## config.mk

```make
export PLATFORM = sky130hd
export DESIGN_NAME = dotstar_chain_driver
export DESIGN_NICKNAME = d
export VERILOG_FILES = /design/src/rtl/dotstar_chain_driver.sv
export SDC_FILE = /design/constraint.sdc
export NUM_CORES = 1
export LEC_CHECK = 0
export CAP_MARGIN = 10
export CORE_ASPECT_RATIO = 0.8
export CORE_MARGIN = 4
export CORE_UTILIZATION = 60
export CTS_CLUSTER_DIAMETER = 30
export DETAILED_ROUTE_END_ITERATION = 8
export PLACE_DENSITY = 0.76
export REMOVE_ABC_BUFFERS = 1
export SYNTH_ARGS = -nofsm -noshare
export SYNTH_HDL_FRONTEND = slang
export SYNTH_SLANG_ARGS = --single-unit
```

## constraint.sdc

```tcl
create_clock -name sys_clk -period 6.69 [get_ports sys_clk]
set_input_delay 0.669 -clock sys_clk [delete_from_list [all_inputs] [get_ports sys_clk]]
set_output_delay 0.669 -clock sys_clk [all_outputs]
set_load 0.05 [all_outputs]
```

## src/rtl/dotstar_chain_driver.sv

```systemverilog
// DotStar (APA102) chain driver: local pixel store, frame sequencer and
// built-in SPI serializer (sclk idles low, MSB first, strip samples on rise).
module dotstar_chain_driver #(
    parameter int NUM_LEDS    = 8,
    parameter int CLK_DIV     = 2,
    parameter int COLOR_ORDER = 0,
    parameter int REFRESH_GAP = 16,
    localparam int AW = (NUM_LEDS > 1) ? $clog2(NUM_LEDS) : 1
) (
    input  logic          sys_clk,
    input  logic          rst_n,
    input  logic          wr_en,
    input  logic [AW-1:0] wr_addr,
    input  logic [23:0]   wr_data,
    input  logic [4:0]    brightness,
    input  logic          refresh,
    input  logic          auto_refresh,
    output logic          busy,
    output logic          frame_done,
    output logic          sclk,
    output logic          mosi
);
    localparam int END_WORDS = (NUM_LEDS + 63) / 64;
    localparam int DW = (CLK_DIV > 1) ? $clog2(CLK_DIV) : 1;
    localparam int GW = (REFRESH_GAP > 1) ? $clog2(REFRESH_GAP) : 1;

    // DONE is the one-cycle frame_done slot between END and the next decision
    typedef enum logic [2:0] {IDLE, START, PIXEL, ENDW, DONE, GAP} state_e;

    state_e        state_q, state_d;
    logic          pend_q, pend_d;
    logic [4:0]    bri_q, bri_d;
    logic [DW-1:0] div_q, div_d;
    logic          ph_q, ph_d;
    logic [4:0]    bit_q, bit_d;
    logic [AW-1:0] word_q, word_d;
    logic [GW-1:0] gap_q, gap_d;
    logic [31:0]   sh_q, sh_d;
    logic [23:0]   pix_q [NUM_LEDS];

    logic        active, load, bit_end, word_end;
    logic [23:0] pix_rd;
    logic [31:0] word_w;

    assign active   = state_q inside {START, PIXEL, ENDW};
    // first cycle of the first low half of a word
    assign load     = active && !ph_q && (div_q == '0) && (bit_q == '0);
    assign bit_end  = active && ph_q && (div_q == DW'(CLK_DIV - 1));
    assign word_end = bit_end && (bit_q == 5'd31);
    assign pix_rd   = pix_q[word_q];

    // The word being loaded is driven straight onto mosi in its load cycle,
    // so the first bit is valid for the whole first low half.
    assign busy       = active;
    assign frame_done = (state_q == DONE);
    assign sclk       = active && ph_q;
    assign mosi       = active && (load ? word_w[31] : sh_q[31]);

    // select the 32-bit word for the current sequencer position
    always_comb begin
        word_w = '0;
        case (state_q)
            PIXEL:   word_w = (COLOR_ORDER == 0)
                            ? {3'b111, bri_q, pix_rd[7:0], pix_rd[15:8], pix_rd[23:16]}
                            : {3'b111, bri_q, pix_rd};
            ENDW:    word_w = '1;
            default: word_w = '0;
        endcase
    end

    // next-state: bit timing, word sequencing, pending request and gap count
    always_comb begin
        state_d = state_q;
        pend_d  = pend_q;
        bri_d   = bri_q;
        div_d   = div_q;
        ph_d    = ph_q;
        bit_d   = bit_q;
        word_d  = word_q;
        gap_d   = gap_q;
        sh_d    = sh_q;
        if (active) begin
            if (refresh) pend_d = 1'b1;
            if (load) sh_d = word_w;
            if (div_q == DW'(CLK_DIV - 1)) begin
                div_d = '0;
                ph_d  = !ph_q;
                if (ph_q) begin
                    sh_d  = {sh_q[30:0], 1'b0};
                    bit_d = bit_q + 5'd1;
                end
            end else begin
                div_d = div_q + 1'b1;
            end
            if (word_end) begin
                word_d = word_q + 1'b1;
                case (state_q)
                    START: begin
                        state_d = PIXEL;
                        word_d  = '0;
                    end
                    PIXEL: if (word_q == AW'(NUM_LEDS - 1)) begin
                        state_d = ENDW;
                        word_d  = '0;
                    end
                    default: if (word_q == AW'(END_WORDS - 1)) begin
                        state_d = DONE;
                        word_d  = '0;
                    end
                endcase
            end
        end else begin
            div_d  = '0;
            ph_d   = 1'b0;
            bit_d  = '0;
            word_d = '0;
            sh_d   = '0;
            case (state_q)
                IDLE: if (refresh || auto_refresh || pend_q) state_d = START;
                DONE: begin
                    if (pend_q || refresh)  state_d = START;
                    else if (auto_refresh)  state_d = (REFRESH_GAP == 0) ? START : GAP;
                    else                    state_d = IDLE;
                end
                GAP: begin
                    if (refresh)                               state_d = START;
                    else if (!auto_refresh)                    state_d = IDLE;
                    else if (gap_q == GW'(REFRESH_GAP - 1))   state_d = START;
                    else                                       gap_d = gap_q + 1'b1;
                end
                default: ;
            endcase
            if (state_d != GAP) gap_d = '0;
            if (state_d == START) begin
                pend_d = 1'b0;
                bri_d  = brightness;
            end
        end
    end

    // sequencer and serializer state
    always_ff @(posedge sys_clk or negedge rst_n) begin
        if (!rst_n) begin
            state_q <= IDLE;
            pend_q  <= 1'b0;
            bri_q   <= '0;
            div_q   <= '0;
            ph_q    <= 1'b0;
            bit_q   <= '0;
            word_q  <= '0;
            gap_q   <= '0;
            sh_q    <= '0;
        end else begin
            state_q <= state_d;
            pend_q  <= pend_d;
            bri_q   <= bri_d;
            div_q   <= div_d;
            ph_q    <= ph_d;
            bit_q   <= bit_d;
            word_q  <= word_d;
            gap_q   <= gap_d;
            sh_q    <= sh_d;
        end
    end

    // pixel store; a write in a word's load cycle lands after the fetch
    always_ff @(posedge sys_clk or negedge rst_n) begin
        if (!rst_n) begin
            for (int i = 0; i < NUM_LEDS; i++) pix_q[i] <= '0;
        end else if (wr_en && (int'(wr_addr) < NUM_LEDS)) begin
            pix_q[wr_addr] <= wr_data;
        end
    end
endmodule
```

# Word level (Yosys, flattened, before mapping)
# Index checks and enable logic that the tools add are counted.
# word_totals
ff_bits,247
inputBits,37
out_inout_bits,4
wordCells,115
# op_classes
add_sub_neg,4
order_cmp,3
eq_ne,18
n_mux,45
n_bitwise,4
reduce_logical,24
# op_table
operator,n
192-bit bitwise mux,1
32-bit two-way mux,4
24-bit binary-select mux with 3-bit select,1
24-bit demux with 3-bit select,1
24-bit two-way mux,3
32-bit case mux with 2 select lines,1
3-bit two-way mux,15
4-bit two-way mux,5
5-bit two-way mux,3
3-bit case mux with 2 select lines,2
"3-bit == test, second input constant",3
3-bit case mux with 3 select lines,1
"4-bit >= comparator, second input constant",2
1-bit logical AND,8
1-bit two-way mux,8
3-bit NOT with 4-bit output,2
"3-bit by 1-bit == test with 1-bit output, second input constant",2
"3-bit by 2-bit == test with 1-bit output, second input constant",2
3-bit logical NOT,2
"2-bit by 1-bit inequality test with 1-bit output, second input constant",3
"2-bit inequality test, second input constant",3
2-bit AND reduction,3
2-bit nonzero test,3
"5-bit by 1-bit adder with 5-bit output, second input constant",1
16 further kinds,19

# Logic depth before layout (Yosys ltp)
# Gate-level depths: netlist of the first run.
# logic_depth
depth_word,9
mapped_depth,9
mapped_depth_nobuf,7

# Worst setup path after synthesis of the first run
# OpenSTA, ideal clock, no wires.
# synth_path
kind,register to output
from,register bit_q[0]
to,output port mosi
arrival_time_ns,2.375
t_required_ns,6.021
path_slack_ns,3.646
path_stages_with_launch,9
path_buffers,1
cell_sequence,dfrtp_1 > inv_1 > ha_1 > or4b_4 > or3_1 > buf_6 > nor2_1 > a21oi_1 > nor2_1
# synth_between
elab_chain_len,4
# synth_rtl
element,line,text
"start, declared",35,"logic [4:0] bit_q, bit_d;"
"start signal, assigned",159,bit_q <= bit_d;
5-bit logical NOT,47,assign load = active && !ph_q && (div_q == '0) && (bit_q == '0);
1-bit logical AND,47,
1-bit two-way mux,57,assign mosi = active && (load ? word_w[31] : sh_q[31]);
1-bit logical AND,57,
"end, declared",21,output logic mosi
# No other way between the ends.

# Worst setup path in the final report of the first run
# layout_path
from,register state_q[0]
to,output port sclk
# layout_between
elab_chain_len,3
elab_cells_between_ends,5
cone_classes,eq/ne (3); reduce/logical (2)
# layout_rtl
element,line,text
"start, declared",30,"state_e state_q, state_d;"
"start signal, assigned",154,state_q <= state_d;
3-bit by 1-bit == test with 1-bit output / 3-bit by 2-bit == test with 1-bit output (equally long branches),45,"assign active = state_q inside {START, PIXEL, ENDW};"
3-bit nonzero test *,45,
1-bit logical AND *,56,assign sclk = active && ph_q;
"end, declared",20,"output logic sclk,"
# Every way passes the cells marked *; elsewhere a longest branch is shown, timed or not.

==> flow_summary.ini, run 1 <==
[pwr]
clkPwrFrac_pct = 41.8
p_per_area_nw_per_um2 = 390
ir_worst_vdd_v = 0.000220
power_frac_comb_pct = 18.8
internal-power_mw = 3.76
p_sw_mw = 1.49
swShare_pct = 28.4
leakagePower_nw = 5.49
power_mw = 5.25
sequentialPowerShare_pct = 39.4

[placement]
gp_congestion = 0.831
dpl.hpwl_mm = 14.2
post-place-ws_ps = 3290
place_inst = 1047
numPortBuffers = 40

[yosys]
synth_edf_count = 0
ys_async_sr_fraction_pct = 100
ys_top_cells_by_area = dfrtp_1 (54%), mux2_2 (20%), mux4_2 (9.5%)
synthDistinctLibCells = 48
yosysTopAreaCell = dfrtp_1
yosysSeqAreaShare_pct = 54.2
yosysWarnings = 0
ys_ff_latch = 247
syn_inst = 799
synth_ff_type = dfrtp_1
postSynthAreaPerCell_um2 = 14.3
syn-cell-area_um2 = 11400
yosysTopAreaCellShare_pct = 54.2

[critical_path]
cp_cell_sequence = o21bai_1 -> buf_4 -> inv_1 -> and2_1 -> clkdlybuf4s50_1
worstReg2RegEnd = sh_q[11]
required_ps = 6020
crit_fanout = 31
crit_arrival_ps = 3300
critical_path_class = reg -> out
endpoint_kind = primary output
crit_path_max_incr_delay_ps = 800
r2r_start = state_q[0]
reg2reg_depth = 5
r2r_slack_ps = 3370
cpMaxStageDelayCell = clkdlybuf4s50_1
startpoint_type = flip-flop

[global_route]
grt_pass1_wl_mm = 41.9
grt_max_degree = 95
antenna_found_initial = 0
grt_use_total_pct = 24.7
grt.overflow.total = 0
grt_pass1_vias = 7709

[min_path]
worstHoldPathType = in -> async

[cts]
cts_made_buffers = 41
clockRootBuffer = clkbuf_16
cts_setup_buffers = 0
clk_path_buf_depth = 3
cts_tree = built
clk_pin_slew_worst_paths_ps = 50
htree_levels = 2
cts_resized = 0
clkSinkCount = 247
hold_buffers = 0
clk_latency_ps = 520

[sta]
setup_tns_ps = 0
slew_viol_final = 0
slew_headroom_pct = 22.0
hold_ws_ps = 122
min_period_ps = 3970
setup_ws_ps = 2720
worst_slew_pin_slew_ps = 1170
clock_skew_ps = 12.4
finalSetupViolCount = 0
rsz0062_at_grt = no
fmax_ghz = 0.252
fin_crit_sh_pct = 59.4
hold_viol = 0

[run]
cap_violations = 0

[floorplanning]
dieArea_um2 = 21300
core_area_um2 = 18400
rows = 44
start_util_pct = 62.1
io_pins = 41
dieHeight_um = 131
die_w_um = 162

[layout]
final_common_cell = dfrtp_1
diodes = 0
syn2layout_area_growth_pct = 18.0
final_cell_mix = dfrtp_1 (245), mux2_2 (198), mux4_2 (48)
drive_above_1_share_pct = 41.9
layout.cells.non_filler = 1122
nets = 882

[route]
viasPerCell = 6.22
dr.pass1.iters = 4
drt_iter0_markers = 648
post-route-drc-count = 0
antenna_left = 0
wire_per_inst_um = 22.5
wl_mm = 25.3
num_vias = 6983

[outcome]
outcome = finished, final reports clean
[state kept, by name (all words and copies together) (netlist names)]
name / flops
state_q: 3
bri_q: 5
word_q: 3
gap_q: 4
pend_q: 1
div_q: 1
pix_q: 192
bit_q: 5
sh_q: 32
ph_q: 1
[synth_stat cells (7+ instances only)]
cell type	instances
a211oi_2	19
a21oi_1	47
buf_2	11
clkbuf_1	37
dfrtp_1	247
ha_1	7
inv_1	8
mux2_2	198
mux2i_1	24
mux4_2	48
nand2_1	20
nor2_1	29
o21ai_0	33
[routing by layer]
layer  up-vias  global-route usage (%)  part of all wire (%)  wire, um
met5         -                       0                     0         0
met2       197                    40.2                    50     12600
met3        52                    5.17                   5.4      1380
li1       3056                       -                     -         -
met1      3678                    33.9                    43     10800
met4         0                    7.61                   1.9       493
[cell families (layout without fill, tap and decap cells)]
kind of cell,count (synthesis),after routing,share of synthesized area [%]
multiplexers,270,270,31.1
flip-flops,247,247,54.2
AO/OA/AOI/OAI,120,120,7.07
AND/OR/NAND/NOR,82,82,3.64
buffers and inverters,67,137,2.78
adder cells (fa/ha/maj),7,7,0.767
XOR/XNOR,6,6,0.460
[power groups by stage]
stage | Combinational, mW | Clock [mW] | Sequential [mW]
2_1_floorplan | 0.727 | 0 | 2.00
3_3_place_gp | 0.923 | 0 | 2.04
3_5_place_dp | 0.974 | 0 | 2.07
4_1_cts | 0.989 | 2.23 | 2.06
5_1_grt | 1.09 | 2.30 | 2.11
6_report | 0.989 | 2.19 | 2.07
[stage by stage]
step | utilization (%) | instance area (um2)
finish | 73.3 | 13500
global route | 73.3 | 13500
CTS | 73.1 | 13400
detailed placement | 65.1 | 12000
global placement | 65.1 | 12000
floorplan | - | 11100
[critical path, delay by kind of cell, from the launching register on]
family	cells	cell delay (ps)
buffers and inverters	3	1690
flip-flops	1	720
AND/OR/NAND/NOR	1	220
AO/OA/AOI/OAI	1	150
[final cells by class]
type	count	area, um2
clock buffers	50	1150
fillers	1179	4920
multi-input cells	485	4930
flip-flops and latches	247	6190
inverters	8	30.0
clock inverters	24	314
repair buffers	55	538
well taps	253	317
[how the worst max path moves through the flow]
stage,from,endpoint,depth (start not counted)
after floorplan,word_q[0],word_q[1],7
after global placement,bit_q[0],mosi,8
after detailed placement,bit_q[0],mosi,8
after CTS,bit_q[0],mosi,8
after global routing,state_q[0],sclk,5
final,state_q[0],sclk,5
No activity file was read; power rests on OpenSTA's default activity.
==> inputs of run 2 (changes only) <==
- clock period: 6.69 -> 4.1 ns (I/O delays scaled with it)
==> run 2 against run 1 <==
Total power up 62%. Largest cell class unchanged. Core utilization down 0.075 points. Cell count up 0.18%. Clock power up 60%. Highest routed layer unchanged. Sequential share of layout area about the same. Count of clock-buffer cells in the layout up 2. Flip-flop and latch count unchanged. Combinational power up 66%. Wire length about the same. Critical endpoint is now mosi.
==> flow_summary.ini, run 2 (same netlist as run 1, synthesis figures left out) <==
[sta]
worst_slew_pin_slew_ps = 1170
hold_ws_ps = 46.4
slew_headroom_pct = 21.9
clock_skew_ps = 16.0
setup_tns_ps = 0
slew_viol_final = 0
fmax_ghz = 0.270
rsz0062_at_grt = no
hold_viol = 0
min_period_ps = 3710
fin_crit_sh_pct = 90.4
finalSetupViolCount = 0

[pwr]
leakagePower_nw = 5.49
p_per_area_nw_per_um2 = 633
ir_worst_vdd_v = 0.000431

[layout]
final_common_cell = dfrtp_1
largest_register_ffs = 192
nets = 886
top_register = pix_q
final_cell_mix = dfrtp_1 (245), mux2_2 (198), mux4_2 (48)
drive_above_1_share_pct = 42.0
diodes = 0
syn2layout_area_growth_pct = 17.9
fillCellCount = 1163
reg_top3 = pix_q x192, sh_q x32
register_area_um2 = 6190
multi_input_area_um2 = 4930

[floorplanning]
die_w_um = 162
dieHeight_um = 131
start_util_pct = 62.1
dieArea_um2 = 21300
io_pins = 41
core_area_um2 = 18400
rows = 44

[cts]
clk_latency_ps = 530
cts_setup_buffers = 0
clkSinkCount = 247
clk_pin_slew_worst_paths_ps = 50
htree_levels = 2
clockRootBuffer = clkbuf_16
cts_resized = 0
cts_made_buffers = 42
cts_tree = built
clk_path_buf_depth = 3
hold_buffers = 0

[min_path]
worstHoldPathType = in -> async

[route]
dr.pass1.iters = 5
num_vias = 7052
viasPerCell = 6.27
drt_iter0_markers = 545
antenna_left = 0
post-route-drc-count = 0
wl_mm = 25.3
wire_per_inst_um = 22.5

[global_route]
antenna_found_initial = 0
grt_pass1_vias = 7784
grt_use_total_pct = 24.5
grt.overflow.total = 0
grt_pass1_wl_mm = 41.7
grt_max_degree = 146

[critical_path]
crit_arrival_ps = 3300
endpoint_kind = primary output
critical_path_class = reg -> out
startpoint_type = flip-flop
cp_cell_sequence = inv_1 -> ha_1 -> or4b_4 -> or3_1 -> nor2_1 -> a21oi_1 -> nor2_1 -> clkdlybuf4s50_1
crit_buf_inv = 2
cp_common_cell = nor2_1
required_ps = 3690
crit_path_max_incr_delay_ps = 810
crit_fanout = 6
cpMaxStageDelayCell = clkdlybuf4s50_1
path_delay_family = simple AND/OR/NAND/NOR gates

[run]
cap_violations = 0

[placement]
numPortBuffers = 40
dpl.hpwl_mm = 14.5
gp_congestion = 0.817

[outcome]
outcome = finished, final reports clean
-- run 2: routing by layer --
metal	part of all wire, %	vias up	track usage, %
met2	51	215	40.5
met1	42	3729	33.5
li1	-	3065	-
met4	1.6	0	6.86
met3	5.4	43	5.04
met5	0	-	0
-- run 2: path summary, 6_finish.rpt --
check                              start          to  slack (ps)  cells after the start
min in group sys_clk            sh_q[25]    sh_q[26]         490                      2
worst min-delay path               rst_n   pix_q[40]          50                      1
worst max-delay path            bit_q[0]        mosi         390                      8
worst max register to register  bit_q[0]    sh_q[11]        1420                      7
max in group asynchronous          rst_n  pix_q[138]        2980                      2
worst min register to register  sh_q[25]    sh_q[26]         490                      2
-- run 2: area by class of cell --
cell class	count	area share (%)
well taps	253	2.35
inverters	8	0.223
multi-input cells	485	36.7
clock inverters	21	1.75
clock buffers	52	8.94
flip-flops and latches	247	46.0
repair buffers	58	4.11
-- run 2: report_power, final --
part / leakage, nW / switching, mW / total, mW / internal [mW]
logic: 1.76 / 0.852 / 1.64 / 0.786
clock network: 0.695 / 1.19 / 3.51 / 2.33
registers: 3.04 / 0.349 / 3.37 / 3.02
-- run 2: metrics by stage --
stage / cell area (um2) / utilization, % / instances / worst slack [ps] / power [mW]
floorplan: 11100 / - / 740 / 781 / 4.45
global placement: 12000 / 65.4 / 1051 / 1000 / 4.85
finish: 13500 / 73.2 / 1124 / 394 / 8.52
CTS: 13500 / 73.2 / 1124 / 379 / 8.57
global route: 13500 / 73.2 / 1124 / 231 / 8.91
detailed placement: 12000 / 65.4 / 1051 / 938 / 5.02
